`config.mk`:
```
export PLATFORM = sky130hd
export DESIGN_NAME = interleaver_ctrl
export DESIGN_NICKNAME = d
export VERILOG_FILES = /design/src/rtl/interleaver_ctrl.sv
export SDC_FILE = /design/constraint.sdc
export NUM_CORES = 1
export LEC_CHECK = 0
export BUFFER_PORTS_ARGS = -buffer_cell sky130_fd_sc_hd__buf_2
export CELL_PAD_IN_SITES_DETAIL_PLACEMENT = 0
export CELL_PAD_IN_SITES_GLOBAL_PLACEMENT = 1
export CORE_AREA = 2 2 51 53
export DETAILED_ROUTE_END_ITERATION = 8
export DIE_AREA = 0 0 53 55
export GPL_TIMING_DRIVEN = 0
export PLACE_DENSITY_LB_ADDON = 0.1
export SETUP_SLACK_MARGIN = 0.02
export SKIP_CTS_REPAIR_TIMING = 1
export SYNTH_ARGS = -nofsm -noshare
export SYNTH_HDL_FRONTEND = slang
export SYNTH_SLANG_ARGS = --single-unit
```
`constraint.sdc`:
```
create_clock -name clk_i -period 3.1 [get_ports clk_i]
set_clock_uncertainty 0.05 [all_clocks]
set_input_delay 0.155 -clock clk_i [delete_from_list [all_inputs] [get_ports clk_i]]
set_output_delay 0.155 -clock clk_i [all_outputs]
set_load 0.01 [all_outputs]
```
`src/rtl/interleaver_ctrl.sv`:
```
// ---------------------------------------------------------------------------
// interleaver_ctrl
//
// Sequencer for a ping-pong row/column block interleaver. Two ROWS*COLS
// one-bit banks are used alternately: the bank selected by wr_bank_o is
// filled in row-major order while the other bank is read out in permuted
// (column-major) order. The block also handles zero-padding of a short final
// block and the flush of the last written block.
//
// Ports
//   clk_i        rising-edge clock
//   rst_ni       synchronous active-low reset
//   en_i         run enable, low forces a soft reset on the next edge
//   mode_i       0 interleave, 1 deinterleave (captured while idle)
//   in_valid_i   source offers a bit
//   in_last_i    the offered bit is the last of the stream
//   in_ready_o   bit is taken when in_valid_i & in_ready_o
//   out_ready_i  downstream can take a bit
//   wr_en_o      write strobe into bank wr_bank_o at wr_addr_o
//   wr_bank_o    bank currently being written
//   wr_addr_o    write address (row-major)
//   pad_sel_o    write data mux selects constant 0
//   rd_en_o      read strobe into bank !wr_bank_o at rd_addr_o
//   rd_addr_o    permuted read address
//   out_valid_o  read data valid, one cycle after rd_en_o
//   out_sof_o    qualifies the first bit of a block
//   out_eof_o    qualifies the last bit of the stream
//   busy_o       sequencer is not idle
// ---------------------------------------------------------------------------
module interleaver_ctrl #(
    parameter int ROWS   = 4,
    parameter int COLS   = 4,
    parameter int ADDR_W = 4
) (
    input  logic              clk_i,
    input  logic              rst_ni,
    input  logic              en_i,
    input  logic              mode_i,
    input  logic              in_valid_i,
    input  logic              in_last_i,
    output logic              in_ready_o,
    input  logic              out_ready_i,
    output logic              wr_en_o,
    output logic              wr_bank_o,
    output logic [ADDR_W-1:0] wr_addr_o,
    output logic              pad_sel_o,
    output logic              rd_en_o,
    output logic [ADDR_W-1:0] rd_addr_o,
    output logic              out_valid_o,
    output logic              out_sof_o,
    output logic              out_eof_o,
    output logic              busy_o
);

    localparam int N = ROWS * COLS;
    localparam logic [ADDR_W-1:0] LastCnt = ADDR_W'(N - 1);

    typedef enum logic [2:0] {
        StIdle,
        StFill,
        StStream,
        StPad,
        StFlush
    } state_t;

    state_t            state_q, state_d;
    logic [ADDR_W-1:0] cnt_q, cnt_d;
    logic              wr_bank_q, wr_bank_d;
    logic              mode_q, mode_d;
    logic              prior_q, prior_d;
    logic              out_valid_q, out_sof_q, out_eof_q;

    logic step;
    logic inReady, wrEn, rdEn, padSel;
    logic cntAtLast;
    int   cntInt;

    assign cntAtLast = (cnt_q == LastCnt);

    // Handshake and bank strobes, decoded from the current state.
    // prior_q records that PAD was entered from STREAM, i.e. the other bank
    // still holds an unread block; without it PAD only writes padding and
    // runs at full rate with no read side.
    always_comb begin
        step    = 1'b0;
        inReady = 1'b0;
        wrEn    = 1'b0;
        rdEn    = 1'b0;
        padSel  = 1'b0;
        case (state_q)
            StFill: begin
                inReady = 1'b1;
                step    = in_valid_i;
                wrEn    = step;
            end
            StStream: begin
                inReady = out_ready_i;
                step    = in_valid_i & out_ready_i;
                wrEn    = step;
                rdEn    = step;
            end
            StPad: begin
                padSel = 1'b1;
                wrEn   = 1'b1;
                step   = prior_q ? out_ready_i : 1'b1;
                rdEn   = step & prior_q;
            end
            StFlush: begin
                step = out_ready_i;
                rdEn = step;
            end
            default: ;
        endcase
    end

    // Next-state logic: the shared counter advances on step and every
    // wrap at N-1 either swaps banks or ends the stream.
    always_comb begin
        state_d   = state_q;
        cnt_d     = cnt_q;
        wr_bank_d = wr_bank_q;
        mode_d    = mode_q;
        prior_d   = prior_q;
        case (state_q)
            StIdle: begin
                mode_d  = mode_i;
                cnt_d   = '0;
                state_d = StFill;
            end
            StFill, StStream: begin
                if (step) begin
                    if (cntAtLast) begin
                        cnt_d     = '0;
                        wr_bank_d = ~wr_bank_q;
                        state_d   = in_last_i ? StFlush : StStream;
                    end else begin
                        cnt_d = cnt_q + ADDR_W'(1);
                        if (in_last_i) begin
                            state_d = StPad;
                            prior_d = (state_q == StStream);
                        end
                    end
                end
            end
            StPad: begin
                if (step) begin
                    if (cntAtLast) begin
                        cnt_d     = '0;
                        wr_bank_d = ~wr_bank_q;
                        state_d   = StFlush;
                    end else begin
                        cnt_d = cnt_q + ADDR_W'(1);
                    end
                end
            end
            StFlush: begin
                if (step) begin
                    if (cntAtLast) begin
                        cnt_d   = '0;
                        state_d = StIdle;
                    end else begin
                        cnt_d = cnt_q + ADDR_W'(1);
                    end
                end
            end
            default: state_d = StIdle;
        endcase
    end

    // Column-major read order; deinterleave swaps the roles of ROWS and COLS.
    always_comb begin
        cntInt = int'(cnt_q);
        if (mode_q) begin
            rd_addr_o = ADDR_W'((cntInt % COLS) * ROWS + cntInt / COLS);
        end else begin
            rd_addr_o = ADDR_W'((cntInt % ROWS) * COLS + cntInt / ROWS);
        end
    end

    // State register plus the output flags, delayed one cycle to line up
    // with the bank read latency. Dropping en_i abandons any partial block.
    always_ff @(posedge clk_i) begin
        if (!rst_ni || !en_i) begin
            state_q     <= StIdle;
            cnt_q       <= '0;
            wr_bank_q   <= 1'b0;
            mode_q      <= 1'b0;
            prior_q     <= 1'b0;
            out_valid_q <= 1'b0;
            out_sof_q   <= 1'b0;
            out_eof_q   <= 1'b0;
        end else begin
            state_q     <= state_d;
            cnt_q       <= cnt_d;
            wr_bank_q   <= wr_bank_d;
            mode_q      <= mode_d;
            prior_q     <= prior_d;
            out_valid_q <= rdEn;
            out_sof_q   <= rdEn & (cnt_q == '0);
            out_eof_q   <= rdEn & (state_q == StFlush) & cntAtLast;
        end
    end

    assign in_ready_o  = inReady;
    assign wr_en_o     = wrEn;
    assign rd_en_o     = rdEn;
    assign pad_sel_o   = padSel;
    assign wr_bank_o   = wr_bank_q;
    assign wr_addr_o   = cnt_q;
    assign out_valid_o = out_valid_q;
    assign out_sof_o   = out_sof_q;
    assign out_eof_o   = out_eof_q;
    assign busy_o      = (state_q != StIdle);

endmodule

```
Yosys cells after proc, flatten, opt, wreduce, memory -nomap -nowiden:

Index checks and enable logic that the tools add are counted.

* muxes and demuxes: 18
* equal/unequal tests: 12
* reduce and logical (&&, ||, !) cells: 14
* add/subtract/negate cells: 2
* bitwise logic cells: 7

Operators with widths (count)
* $mux 3: 8
* $pmux 3 s4: 1
* $ne 2x2->1 const B: 5
* $mux 4: 2
* $pmux 4 s2: 1
* $eq 3x2->1 const B: 2
* $pmux 1 s3: 2
* $reduce_and 6->1: 1
* $and 1x1->1: 5
* $add 4x1->4 const B: 1
* $add 4x2->4: 1
* $eq 4x4->1 const B: 1
* $logic_not 4->1: 1
* $pmux 1 s4: 1
* $reduce_and 4->1: 1
* $reduce_or 4->1: 1
* $eq 3x1->1 const B: 1
* $eq 3x3->1 const B: 1
* $logic_not 3->1: 1
* $ne 3x3->1 const B: 1
* $reduce_and 3->1: 1
* $reduce_bool 3->1: 1
* $reduce_or 3->1: 1
* $logic_not 1->1: 2
* other kinds (8): 10

* input bits: 7
* word-level logic and storage cells: 60
* register bits: 12

Depth between registers and ports, before layout:

Gate-level depths: netlist (run 1).

* depth after elaboration: 5
* gate-level depth with buffers: 7

Worst setup path before layout (run 1):

No wires, ideal clock.

* kind: register to register
* start point: register cnt_q[0] (netlist: wr_addr_o[0])
* end point: register wr_bank_q (netlist: wr_bank_o)
* library setup time: 0.070 ns
* path buffers: 1
* cell stages (with the launch flop): 7
* slack: 1.410 ns
* period minus slack after synthesis: 1.690 ns
* data arrival time: 1.570 ns
* cells stage by stage: dfxtp_1 ha_1 and3_1 buf_2 o21ai_1 or4_1 a21oi_1

* longest elaborated chain between the ends: 2

Ends and longest elaborated chain
* start: declaration: line 67 `logic [ADDR_W-1:0] cnt_q, cnt_d;`
* start signal: assignment: line 194 `cnt_q <= cnt_d;`
* $eq 4x4->1: line 78 `assign cntAtLast = (cnt_q == LastCnt);`
* $reduce_and 3->1 (no source line)
* end signal: assignment: line 195 `wr_bank_q <= wr_bank_d;`
* end: declaration: line 68 `logic wr_bank_q, wr_bank_d;`

Every way passes these cells.
A chain may end at the register's enable or synchronous reset.

Worst setup path after layout (run 1):

Ends and elaborated chain as after synthesis.

==> results, run 1 <==
- The total power is about 400 uW.
- The initial utilization of the core area, before any placement, comes to roughly a third.
- The analysis attributes to net switching a power of around 130 uW.
- After clock tree synthesis, the clock-pin slew on the worst setup and hold paths is 0.08 ns.
- The clock network burns between 30% and 40% of the power.
- By area the synthesized netlist is led by sky130_fd_sc_hd__dfxtp_1, sky130_fd_sc_hd__a21oi_1, sky130_fd_sc_hd__nand2_1.
- In this run the number of H-tree levels came out at 1.
- The sum of negative setup slack is 0 ns.
- The global placer's final weighted congestion is 0.810.
- Pin placement for this block handled 24 I/O pins.
- The net count of the mapped netlist is 114.
- The detail-routed via count per cell is between 5 and 6.
- The worst hold path belongs to the class primary input to flip-flop.
- Traced cell by cell, the critical path runs through ha_1, and3_1, buf_2, o21ai_1, or4_1, a21oi_1.
- The floorplan has 18 rows.
- The end-of-flow core utilization is around two fifths.
- The net switching share of the total power is approximately a third.
- The post-synthesis sequential element count is 12.
- 0 antenna diodes ended up in the layout.
- Dividing the detail-routed wire length by the instance count gives 13.0 um.
- Setup repair after global routing left no endpoint under its margin.
- The DRC violation count after routing is 0.
- After the first detailed-routing iteration, the DRC count stood at 11.
- The final wirelength is 2090 um.
- In the finished design, the share of the clock period the worst path needs comes to about three fifths.
- The top fanout value on the critical path is 8.
- The number of setup violations in the final report is 0.
- sky130_fd_sc_hd__dfxtp_1 takes more of the synthesized area than any other cell.
- In the final design database the tool counted ~140 nets.
- The first global-routing pass estimated around 3500 um of wire.
- The library cells used most frequently in the layout, excluding fill and tap cells, are sky130_fd_sc_hd__buf_2, sky130_fd_sc_hd__nand2_1, sky130_fd_sc_hd__dfxtp_1.
- The highest attainable clock frequency is about 0.54 GHz.
- The region available for standard cell placement spans 2360 sq um.
- The mapped netlist covers approximately 800 sq um.
- The proportion of netlist area held by the largest area contributor is 30.0%.
- The setup check on the worst reg-to-reg path leaves a slack of roughly 1.3 ns.
- The number of global-route vias before repair came to 739.
- The worst slew slack as a fraction of its limit is between 70% and 80%.
- TritonCTS created 3 clock buffers.
- The most common library cell in the layout ignoring fill and taps is sky130_fd_sc_hd__buf_2.
- The critical path's largest stage delay is between 0.4 and 0.5 ns.
- The detailed-router iteration count before antenna repair is 4.
- The share of total power in sequential cells is 41.8%.
- The time the final worst path needs with I/O delays and setup is approximately 1.8 ns.
- The global-route usage over all layers is between 10% and 20%.
- The clock latency on the worst-skew pair is roughly 0.28 ns.
- The slew at the pin closest to its max-slew limit is around 0.36 ns.
- The final-layout fill cell count is 275.
- The flow ran to the end, and the final reports show no timing, DRC or antenna violations.
- STA classifies the critical path endpoint as a flip-flop.
- The required time of the worst setup path is between 3 and 4 ns.
- Of the cells placed in the final design, the portion with a size suffix greater than 1 is ~27%.
- The count of max-cap constraint violations is 0.
- The maximum vdd ir drop is roughly 0.21 mV.
- Counting flops with an async set or reset pin after synthesis yields a share of 0%.
- The signal arrival time at the worst endpoint is between 2 and 2.5 ns.
- During synthesis, Yosys emitted a total of 0 warnings.
- The number of pins with negative max-slew slack in the final report is 0.
- The largest net degree at the start of global routing is 11.
- After synthesis, the mean cell area works out to around 7.6 sq um.
- The final hold violation count is 0.
- TritonCTS built the clock tree.
- The area added between synthesis and finish is 22.9%.
- The internal power of the cells is ~270 uW.
- The cell count after synthesis is approximately 110.
- The die height is ~55 um.
- For this block, the via count after detailed routing is ~850.
- The total number of clock tree sinks is 12.
- The die area is a little under 3000 sq um.
- The cell area power density is ~400 nW/um^2.
- The count of nets left with antenna violations once routing finished came out at 0.
- The HPWL after detailed placement is ~1600 um.
- The count of buffers added on input and output ports is 22.
- The tree is rooted in a sky130_fd_sc_hd__clkbuf_4.
- The residual overflow from global routing is 0.
- The horizontal die dimension is between 50 and 60 um.
- The number of flops mapped to enable cells by yosys is 0.
- The sequential element share of the synthesized area is around 30%.
- The initial antenna violation count is 0.
- Among all flip-flop cells after synthesis, the most frequent one is sky130_fd_sc_hd__dfxtp_1.
- The number of unique standard cell types used by synthesis is 35.
- The critical path class is flip-flop to flip-flop.
- The clock passes through at most 2 buffers.
- STA classifies the critical path startpoint as a flip-flop.
- The share of power burned in combinational logic is 25.6%.
- The cell with the largest stage delay on the worst path is sky130_fd_sc_hd__dfxtp_1.
- The total leakage power is between 0.0004 and 0.0005 uW.
-- power by group through the flow --
stage | Combinational (uW) | Sequential, uW | Clock, uW
final | 101 | 165 | 129
after floorplan | 71.3 | 167 | 0
after global placement | 101 | 169 | 0
after CTS | 102 | 165 | 131
after global routing | 114 | 166 | 142
after detailed placement | 101 | 169 | 0
-- Yosys cell counts, types with 2 or more instances --
| master | number |
|---|---|
| sky130_fd_sc_hd__o21a_1 | 2 |
| sky130_fd_sc_hd__ha_1 | 2 |
| sky130_fd_sc_hd__or4_1 | 4 |
| sky130_fd_sc_hd__nand2b_1 | 3 |
| sky130_fd_sc_hd__o21ai_0 | 6 |
| sky130_fd_sc_hd__nor2_1 | 6 |
| sky130_fd_sc_hd__nand3_1 | 3 |
| sky130_fd_sc_hd__a211oi_1 | 2 |
| sky130_fd_sc_hd__a31oi_1 | 2 |
| sky130_fd_sc_hd__nand2_1 | 12 |
| sky130_fd_sc_hd__inv_1 | 3 |
| sky130_fd_sc_hd__nor2b_1 | 2 |
| sky130_fd_sc_hd__buf_4 | 4 |
| sky130_fd_sc_hd__dfxtp_1 | 12 |
| sky130_fd_sc_hd__a21oi_2 | 2 |
| sky130_fd_sc_hd__and3_1 | 4 |
| sky130_fd_sc_hd__a21oi_1 | 9 |
| sky130_fd_sc_hd__nand3b_1 | 4 |
| sky130_fd_sc_hd__or2_1 | 2 |
| sky130_fd_sc_hd__and2_1 | 4 |
| sky130_fd_sc_hd__buf_2 | 3 |
-- final cells by class --
cell class	count	area, sq um	area share, %
Inverter	3	11.3	1.14
Timing Repair Buffer	22	110	11.2
Clock buffer	4	36.3	3.68
Buffer	8	48.8	4.95
Sequential cell	12	240	24.4
Multi-Input combinational cell	82	502	50.9
Tap cell	30	37.5	3.81
-- worst paths after layout --
| check | start | endpoint | cells after the start |
|---|---|---|---|
| worst min-delay path | en_i | wr_bank_o | 3 |
| worst max-delay path | wr_addr_o[0] | wr_bank_o | 6 |
| worst min register to register | wr_bank_o | wr_bank_o | 2 |
| worst max register to register | wr_addr_o[0] | wr_bank_o | 6 |
-- registers in the layout, indices dropped and copies added (netlist names) --
| register | flops |
|---|---|
| wr_addr_o | 4 |
| prior_q | 1 |
| state_q | 3 |
| out_sof_o | 1 |
| out_valid_o | 1 |
| out_eof_o | 1 |
| wr_bank_o | 1 |
-- routing by layer --
layer	global-route usage, %	part of all wire, %	up-vias
met5	0	0	-
met4	5.13	1.1	0
li1	-	-	430
met3	5.91	7.2	4
met1	21.5	46	390
met2	26.7	46	30
-- cells by family (layout without fill, tap and decap cells) --
logic type      Yosys count  after routing  share of synthesized area (%)
flops                    12             12                           30.0
buf+inv                  11             37                           7.49
compound gates           31             31                           25.0
mux                       1              1                           1.25
fa+ha+maj                 2              2                           3.12
xor+xnor                  1              1                           1.09
simple gates             47             47                           32.1
-- worst max-delay path: cells and delay by family (launching register included) --
family | cells | cell delay, ns
AO/OA/AOI/OAI | 2 | 0.32
flip-flops | 1 | 0.43
buffers and inverters | 1 | 0.19
adder cells (fa/ha/maj) | 1 | 0.21
AND/OR/NAND/NOR | 2 | 0.58
-- metrics by stage --
stage | setup slack [ns] | hold slack [ns] | cells | area (sq um)
floorplan | 1.41 | 0.287 | 105 | 802
global placement | 1.27 | 0.414 | 157 | 950
detailed placement | 1.26 | 0.424 | 157 | 950
CTS | 1.24 | 0.169 | 161 | 986
global route | 1.12 | 0.187 | 161 | 986
finish | 1.25 | 0.167 | 161 | 986
Power figures use the tool's default switching activity.
==> run 2, diff against run 1 <==
- CORE_AREA: 2 2 51 53 -> 2 2 54 56
- DIE_AREA: 0 0 53 55 -> 0 0 56 58
- clock period: 3.1 -> 1.7 ns (I/O delays scaled with it)
==> run 2 against run 1 <==
Net effect: the run now ends with setup timing left; utilization up 0.18 points; clock power up 78%; worst setup slack worse by 1.3 ns; fmax up 8.3%; final cell count up 5.0%; sequential power up 82%; first-iteration DRC count up 82%; critical path type unchanged; largest power group unchanged.
==> results, run 2 (synthesis results as in run 1) <==
- The initial antenna violation count is 0.
- The root buffer cell is sky130_fd_sc_hd__clkbuf_4.
- The initial utilization of the core area, before any placement, comes to a little under a third.
- At the later pin of the worst-skew pair, clock insertion delay measures approximately 0.27 ns.
- For the pin with the worst max-slew slack, the measured transition is around 0.26 ns.
- The required time of the worst setup path is 1.86 ns.
- The smallest clock period supported by the final layout is computed as around 1.7 ns.
- Sequential cells account for 40.0% of the total power.
- The estimated wirelength of the detail-placed design is roughly 1600 um.
- In the layout the commonest cells are sky130_fd_sc_hd__buf_2, sky130_fd_sc_hd__nand2_1, sky130_fd_sc_hd__buf_4.
- The congestion estimate from routability-driven global placement came to ~0.81.
- Combinational logic is responsible for between 20% and 30% of the overall power.
- The DRC violation count after routing is 0.
- The post-route standard cell area excluding fillers is between 1000 and 1500 sq um.
- The final worst-path setup slack is -0.00784 ns.
- The flow ran to the end, but the final reports show violations.
- The first detailed-routing pass took 4 iterations.
- After detailed routing, the average wire length per cell comes to between 10 and 15 um.
- The detail-routed via count per cell is about 5.1.
- The total number of clock tree sinks is 12.
- The floorplan step defined a die boundary enclosing between 3000 and 4000 sq um.
- The nature of the critical path startpoint is a flip-flop.
- Along the worst path, the maximum fanout reaches 7.
- Measured along the x axis, the die boundary spans 56 um.
- From synthesis to final layout, the design area changed by 39.0%.
- The internal portion of the total power is between 500 and 600 uW.
- Derived from the worst setup path, the maximum achievable clock frequency is slightly below 0.6 GHz.
- The number of nets in the finished design is roughly 150.
- The critical path class is flip-flop to flip-flop.
- The final reports fail on setup timing.
- The detail route stage leaves a number of antenna-violating nets equal to 0.
- Leaving out fill and tap cells, the most frequent cell in the layout is sky130_fd_sc_hd__buf_2.
- The core region is roughly 2700 sq um.
- The total via count after detailed routing is 867.
- The clock input transition at the sequential cells of the worst setup and hold paths is around 0.080 ns.
- 0 antenna diodes ended up in the layout.
- The number of global-route vias before repair was 719.
- The first global-routing pass estimated approximately 3400 um of wire.
- The analysis attributes to net switching a power of 236 uW.
- On the worst path, the slowest cell contributes a delay of 0.52 ns.
- Setup repair after global routing could not meet its margin everywhere.
- 24 I/O pins were placed.
- STA classifies the critical path endpoint as a flip-flop.
- The detailed router finished its first iteration with 20 violations.
- The worst-case setup slack after placement is -0.0773 ns.
- The critical path goes through nand2b_1, a21oi_4, nor2_4, or4_4, a21oi_2.
- The number of clock buffers inserted by TritonCTS is 3.
- The count of buffers added on input and output ports is 22.
- The clock network is responsible for between 30% and 40% of the overall power.
- The largest net degree at the start of global routing is 11.
- Of the cells placed in the final design, the portion with a size suffix greater than 1 is between 30% and 40%.
- The number of pins with negative max-slew slack in the final report was 0.
- At the worst endpoint, the arrival time is between 1.5 and 2 ns.
- For this design the ratio of total power to cell area is about 670 nW/um^2.
- The die height is around 58 um.
- In this run the core area contains 19 standard-cell rows.
- The cell with the largest stage delay on the worst path is sky130_fd_sc_hd__or4_4.
- Global routing consumed, over all layers together, a little over an eighth of the routing resources.
- The H-tree depth is 1.
- The TritonCTS clock tree is yes.
- Setup violations remaining at the end of the flow were counted as 1.
- The maximum vdd ir drop is 0.421 mV.
- The number of flip-flops under the largest register name is 4.
- The residual overflow from global routing is 0.
- The clock passes through at most 2 buffers.
- Wires add up to between 2000 and 2500 um.
- In this run the tightest slew margin relative to its limit is 82.5%.
- The final hold violation count came to 0.
- The net switching share of the total power is 31.6%.
- The total leakage power is ~0.00048 uW.
- The tool flagged a number of max-cap violations equal to 0.
- The worst hold path class is primary input to flip-flop.
- The post-route fraction of the period consumed by the critical path is 100%.
- Once placement finished, the instance area stood at roughly 950 sq um.
## run 2: changes by cell type in the layout (fill, tap and decap cells not counted), moves of 2 or more
cell,delta
sky130_fd_sc_hd__buf_2,-2
sky130_fd_sc_hd__a21oi_1,-3
sky130_fd_sc_hd__dfxtp_2,+2
sky130_fd_sc_hd__dfxtp_4,+3
sky130_fd_sc_hd__dfxtp_1,-5
sky130_fd_sc_hd__buf_4,+6
sky130_fd_sc_hd__clkbuf_4,+2
sky130_fd_sc_hd__a21oi_4,+2
## run 2: worst paths after layout
kind	slack [ns]	startpoint	to	cells past startpoint
worst min-delay path	0.14	in_last_i	state_q[1]	4
worst max-delay path	-0.008	state_q[2]	wr_addr_o[0]	5
worst min register to register	0.46	wr_bank_o	wr_bank_o	2
worst max register to register	-0.008	state_q[2]	wr_addr_o[0]	5
## run 2: metrics by stage
stage	total power (uW)	util, %	cells	hold WS [ns]	setup TNS [ns]
final	749	41.9	169	0.140	-0.00784
after global routing	804	41.9	169	0.123	-0.157
after CTS	730	37.1	162	0.108	-0.396
after detailed placement	492	35.8	158	0.409	-0.213
after global placement	495	35.8	158	0.403	-0.337
after floorplan	435	-	105	0.217	0
## run 2: per-layer routing
layer	global-route usage, %	vias up	part of all wire, %
li1	-	440	-
met1	19.7	405	50
met3	4.91	2	4.5
met2	19.7	20	45
met4	2.04	0	0.46
met5	0	-	0
## run 2: worst max-delay path, delay by kind of cell (launching register included)
| family | cells | cell delay (ns) |
|---|---|---|
| simple gates | 3 | 0.83 |
| compound gates | 2 | 0.40 |
| flops | 1 | 0.36 |
## run 2: final cells by class
type / instances / area, sq um
plain buffers: 8 / 61.3
fillers: 294 / 1550
clock buffers: 4 / 36.3
well taps: 31 / 38.8
flip-flops and latches: 12 / 254
multi-input cells: 82 / 546
inverters: 3 / 11.3
repair buffers: 29 / 168
## run 2: power groups by stage
stage	sequential, uW	combinational (uW)	clock (uW)
floorplan	305	130	0
finish	300	219	230
global route	302	240	261
detailed placement	308	184	0
CTS	301	185	244
global placement	308	187	0
==> run 3, diff against run 2 <==
- ABC_AREA: unset -> 0
- CTS_BUF_LIST: unset -> sky130_fd_sc_hd__clkbuf_16
- GPL_TIMING_DRIVEN: 0 -> unset
==> run 3 against run 2 <==
Net effect: the flow now finishes without violations; via count rose by 2.7%; worst hold slack got worse by 0.0027 ns; fmax rose by 2.9%; register-to-register slack improved by 0.05 ns; sequential share of layout area fell by 1.6 points; combinational power rose by 5%; sequential cell count did not move; non-clock buffer count rose by 6; final area rose by 4.5%; wire length rose by 5.4%; global-route usage rose by 0.84 points; final cell count rose by 3.6%.
==> results, run 3 (synthesis results as in run 1) <==
- The endpoint kind of the worst setup timing path is a flip-flop.
- The die is approximately 56 um wide.
- The antenna cell count is 0.
- Summed over all nets, the switching power comes to roughly 260 uW.
- Across the VDD grid, the largest voltage drop is approximately 0.48 mV.
- The clock drives 12 sinks.
- Measured along the y axis, the die boundary spans just under 60 um.
- The global-route usage over all layers is between 10 and 15%.
- The final layout contains between 150 and 200 nets.
- The final wirelength is about 2300 um.
- The initial core utilization is between 30% and 40%.
- The estimated wirelength of the detail-placed design is around 1800 um.
- After detailed routing, the average wire length per cell comes to about 13 um.
- The H-tree depth is 1.
- The final-layout fill cell count is ~280.
- The sequential cells in the finished layout cover a total of around 250 sq um.
- The critical path class is flip-flop to flip-flop.
- The worst register-to-register path ends at wr_addr_o[3].
- After clock tree synthesis, the clock-pin slew on the worst setup and hold paths is ~0.040 ns.
- After the first detailed-routing iteration, the DRC count stood at 16.
- The required time of the worst setup path is roughly 1.8 ns.
- Of the total power, the clock network draws between 40 and 50%.
- The flow ran to the end, and the final reports show no timing, DRC or antenna violations.
- The highest attainable clock frequency is about 0.6 GHz.
- Across all register-to-register paths, the minimum setup slack is 0.04 ns.
- The design draws between 900 and 1000 uW.
- The library cells used most frequently in the layout, excluding fill and tap cells, are sky130_fd_sc_hd__buf_2, sky130_fd_sc_hd__buf_4, sky130_fd_sc_hd__nand2_1.
- 24 I/O pins were placed.
- The most critical setup path has its startpoint at state_q[0].
- In the global route stage, met2 resource usage came out at 20.7%.
- The worst reg2reg path startpoint is state_q[0].
- The worst pin sits at a relative slew slack of approximately 80%.
- The share of total power in sequential cells is between 30% and 40%.
- Entering global routing, the biggest net connects 11 pins.
- The final hold violation count was 0.
- The post-route standard cell area excluding fillers is around 1200 sq um.
- For this block, the via count after detailed routing is slightly below 900.
- After detailed routing, the number of remaining DRC violations is 0.
- The count of max-cap constraint violations is 0.
- The die area is 3250 sq um.
- The ratio of cells with drive above 1 in the final layout is around 39%.
- The layer flagged by global routing as most heavily used is met1.
- After routing, the total negative slack on setup checks comes to 0 ns.
- Summed over all cells, the static leakage comes to roughly 0.0005 uW.
- The internal power of the cells is between 700 and 800 uW.
- The number of setup violations in the final report is 0.
- For the pin with the worst max-slew slack, the measured transition is between 0.2 and 0.3 ns.
- The floorplan step defined a core boundary enclosing approximately 2700 sq um.
- The worst hold path class is primary input to flip-flop.
- The number of nets still failing antenna checks after routing is 0.
- The TritonCTS clock tree is yes.
- The number of port buffers is 22.
- The time the final worst path needs with I/O delays and setup is about 1.7 ns.
- From synthesis to final layout, the design area changed by 45.2%.
- Of all nets on the critical path, the largest fanout is 8.
- Setup repair after global routing could not meet its margin everywhere.
- The met1 track demand over resource is 20.9%.
- The number of global-route vias before repair is just under 800.
- The root buffer cell is sky130_fd_sc_hd__clkbuf_16.
- Global routing consumed, on the met3 layer, roughly 4.2% of the routing resources.
- The number of pins with negative max-slew slack in the final report is 0.
- The first global-routing pass estimated around 3700 um of wire.
- The global placer's final weighted congestion is about 0.85.
- The area occupied by multi-input gates is about 520 sq um.
- The share of power burned in combinational logic is a little under a quarter.
- Using the TritonRoute via totals, the vias-per-cell ratio works out to ~5.1.
- Net switching is a little over a quarter of the power.
- The placed cell area is between 1000 and 1500 sq um.
- The longest clock path from root to sink contains 2 buffers.
- In this run the power density over the cells is ~840 nW/um^2.
- The final critical path takes up between 90% and 100% of the cycle.
- The number of flip-flops under the largest register name is 4.
- The library cell used most frequently in the layout, excluding fill and tap cells, is sky130_fd_sc_hd__buf_2.
- The number of clock buffers inserted by TritonCTS is 3.
- STA puts the critical path data arrival time at around 1.8 ns.
- For this run the aggregate overflow at the end of global routing stands at 0.
- Following the worst setup path forward leads to its endpoint at wr_addr_o[3].
- Row generation in the floorplan step produced 19 rows.
- The later pin in the worst-skew pair is clocked with a latency of roughly 0.24 ns.
- The initial antenna violation count is 0.
- Before antenna repair, the detailed router went through 4 iterations.
- Counting cells, the worst reg-to-reg path comes to 5.
- The worst setup path is launched from a flip-flop.
-- run 3: cell count changes in the layout (fill, tap and decap cells not counted), moves of 2 or more --
| cell | before | now |
|---|---|---|
| sky130_fd_sc_hd__dfxtp_4 | 3 | 1 |
| sky130_fd_sc_hd__dfxtp_1 | 7 | 9 |
| sky130_fd_sc_hd__buf_4 | 10 | 21 |
| sky130_fd_sc_hd__a21oi_4 | 2 | 0 |
| sky130_fd_sc_hd__clkbuf_16 | 0 | 3 |
| sky130_fd_sc_hd__a21oi_1 | 6 | 9 |
| sky130_fd_sc_hd__clkbuf_4 | 5 | 0 |
-- run 3: layer usage --
layer / vias up / wire, um
met5: - / 0
met1: 414 / 1190
met4: 0 / 12
met2: 16 / 1000
met3: 2 / 86
li1: 458 / -
-- run 3: how the worst min path moves through the flow --
stage	slack, ns	start	endpoint	depth (start not counted)
6_report	0.14	en_i	wr_bank_o	3
5_1_grt	0.18	en_i	state_q[1]	3
4_1_cts	0.14	en_i	wr_bank_o	3
3_5_place_dp	0.40	en_i	wr_bank_o	3
3_3_place_gp	0.38	en_i	wr_bank_o	3
2_1_floorplan	0.22	en_i	prior_q	2
-- run 3: power groups by stage --
stage,clock network (uW),registers (uW),logic [uW]
2_1_floorplan,0,305,130
3_3_place_gp,0,308,226
3_5_place_dp,0,308,224
4_1_cts,446,303,226
5_1_grt,465,306,253
6_report,438,305,231
-- run 3: critical path, stage by stage (launching register included) --
cell and delay (ns):
sky130_fd_sc_hd__dfxtp_4 0.36, sky130_fd_sc_hd__buf_4 0.15, sky130_fd_sc_hd__or2_1 0.25, sky130_fd_sc_hd__and2_4 0.17, sky130_fd_sc_hd__or4_1 0.46, sky130_fd_sc_hd__a21oi_1 0.14
-- run 3: per-stage QoR --
step | hold slack (ns) | std cells | setup WS (ns) | utilization [%]
after floorplan | 0.217 | 105 | 0.0233 | -
after global placement | 0.385 | 171 | 0.00256 | 39.8
after detailed placement | 0.402 | 171 | -0.00392 | 39.8
after CTS | 0.137 | 175 | -0.0222 | 42.8
after global routing | 0.178 | 175 | 0.00499 | 43.8
final | 0.137 | 175 | 0.0399 | 43.8
-- run 3: layout make-up --
type                       count  share of cell area [%]
clock buffer                   3                    6.44
clock inverter                 1                   0.322
inverter                       3                   0.967
multi-input combinational     82                    44.8
sequential                    12                    21.2
tap                           31                    3.33
timing repair buffer          43                    23.0
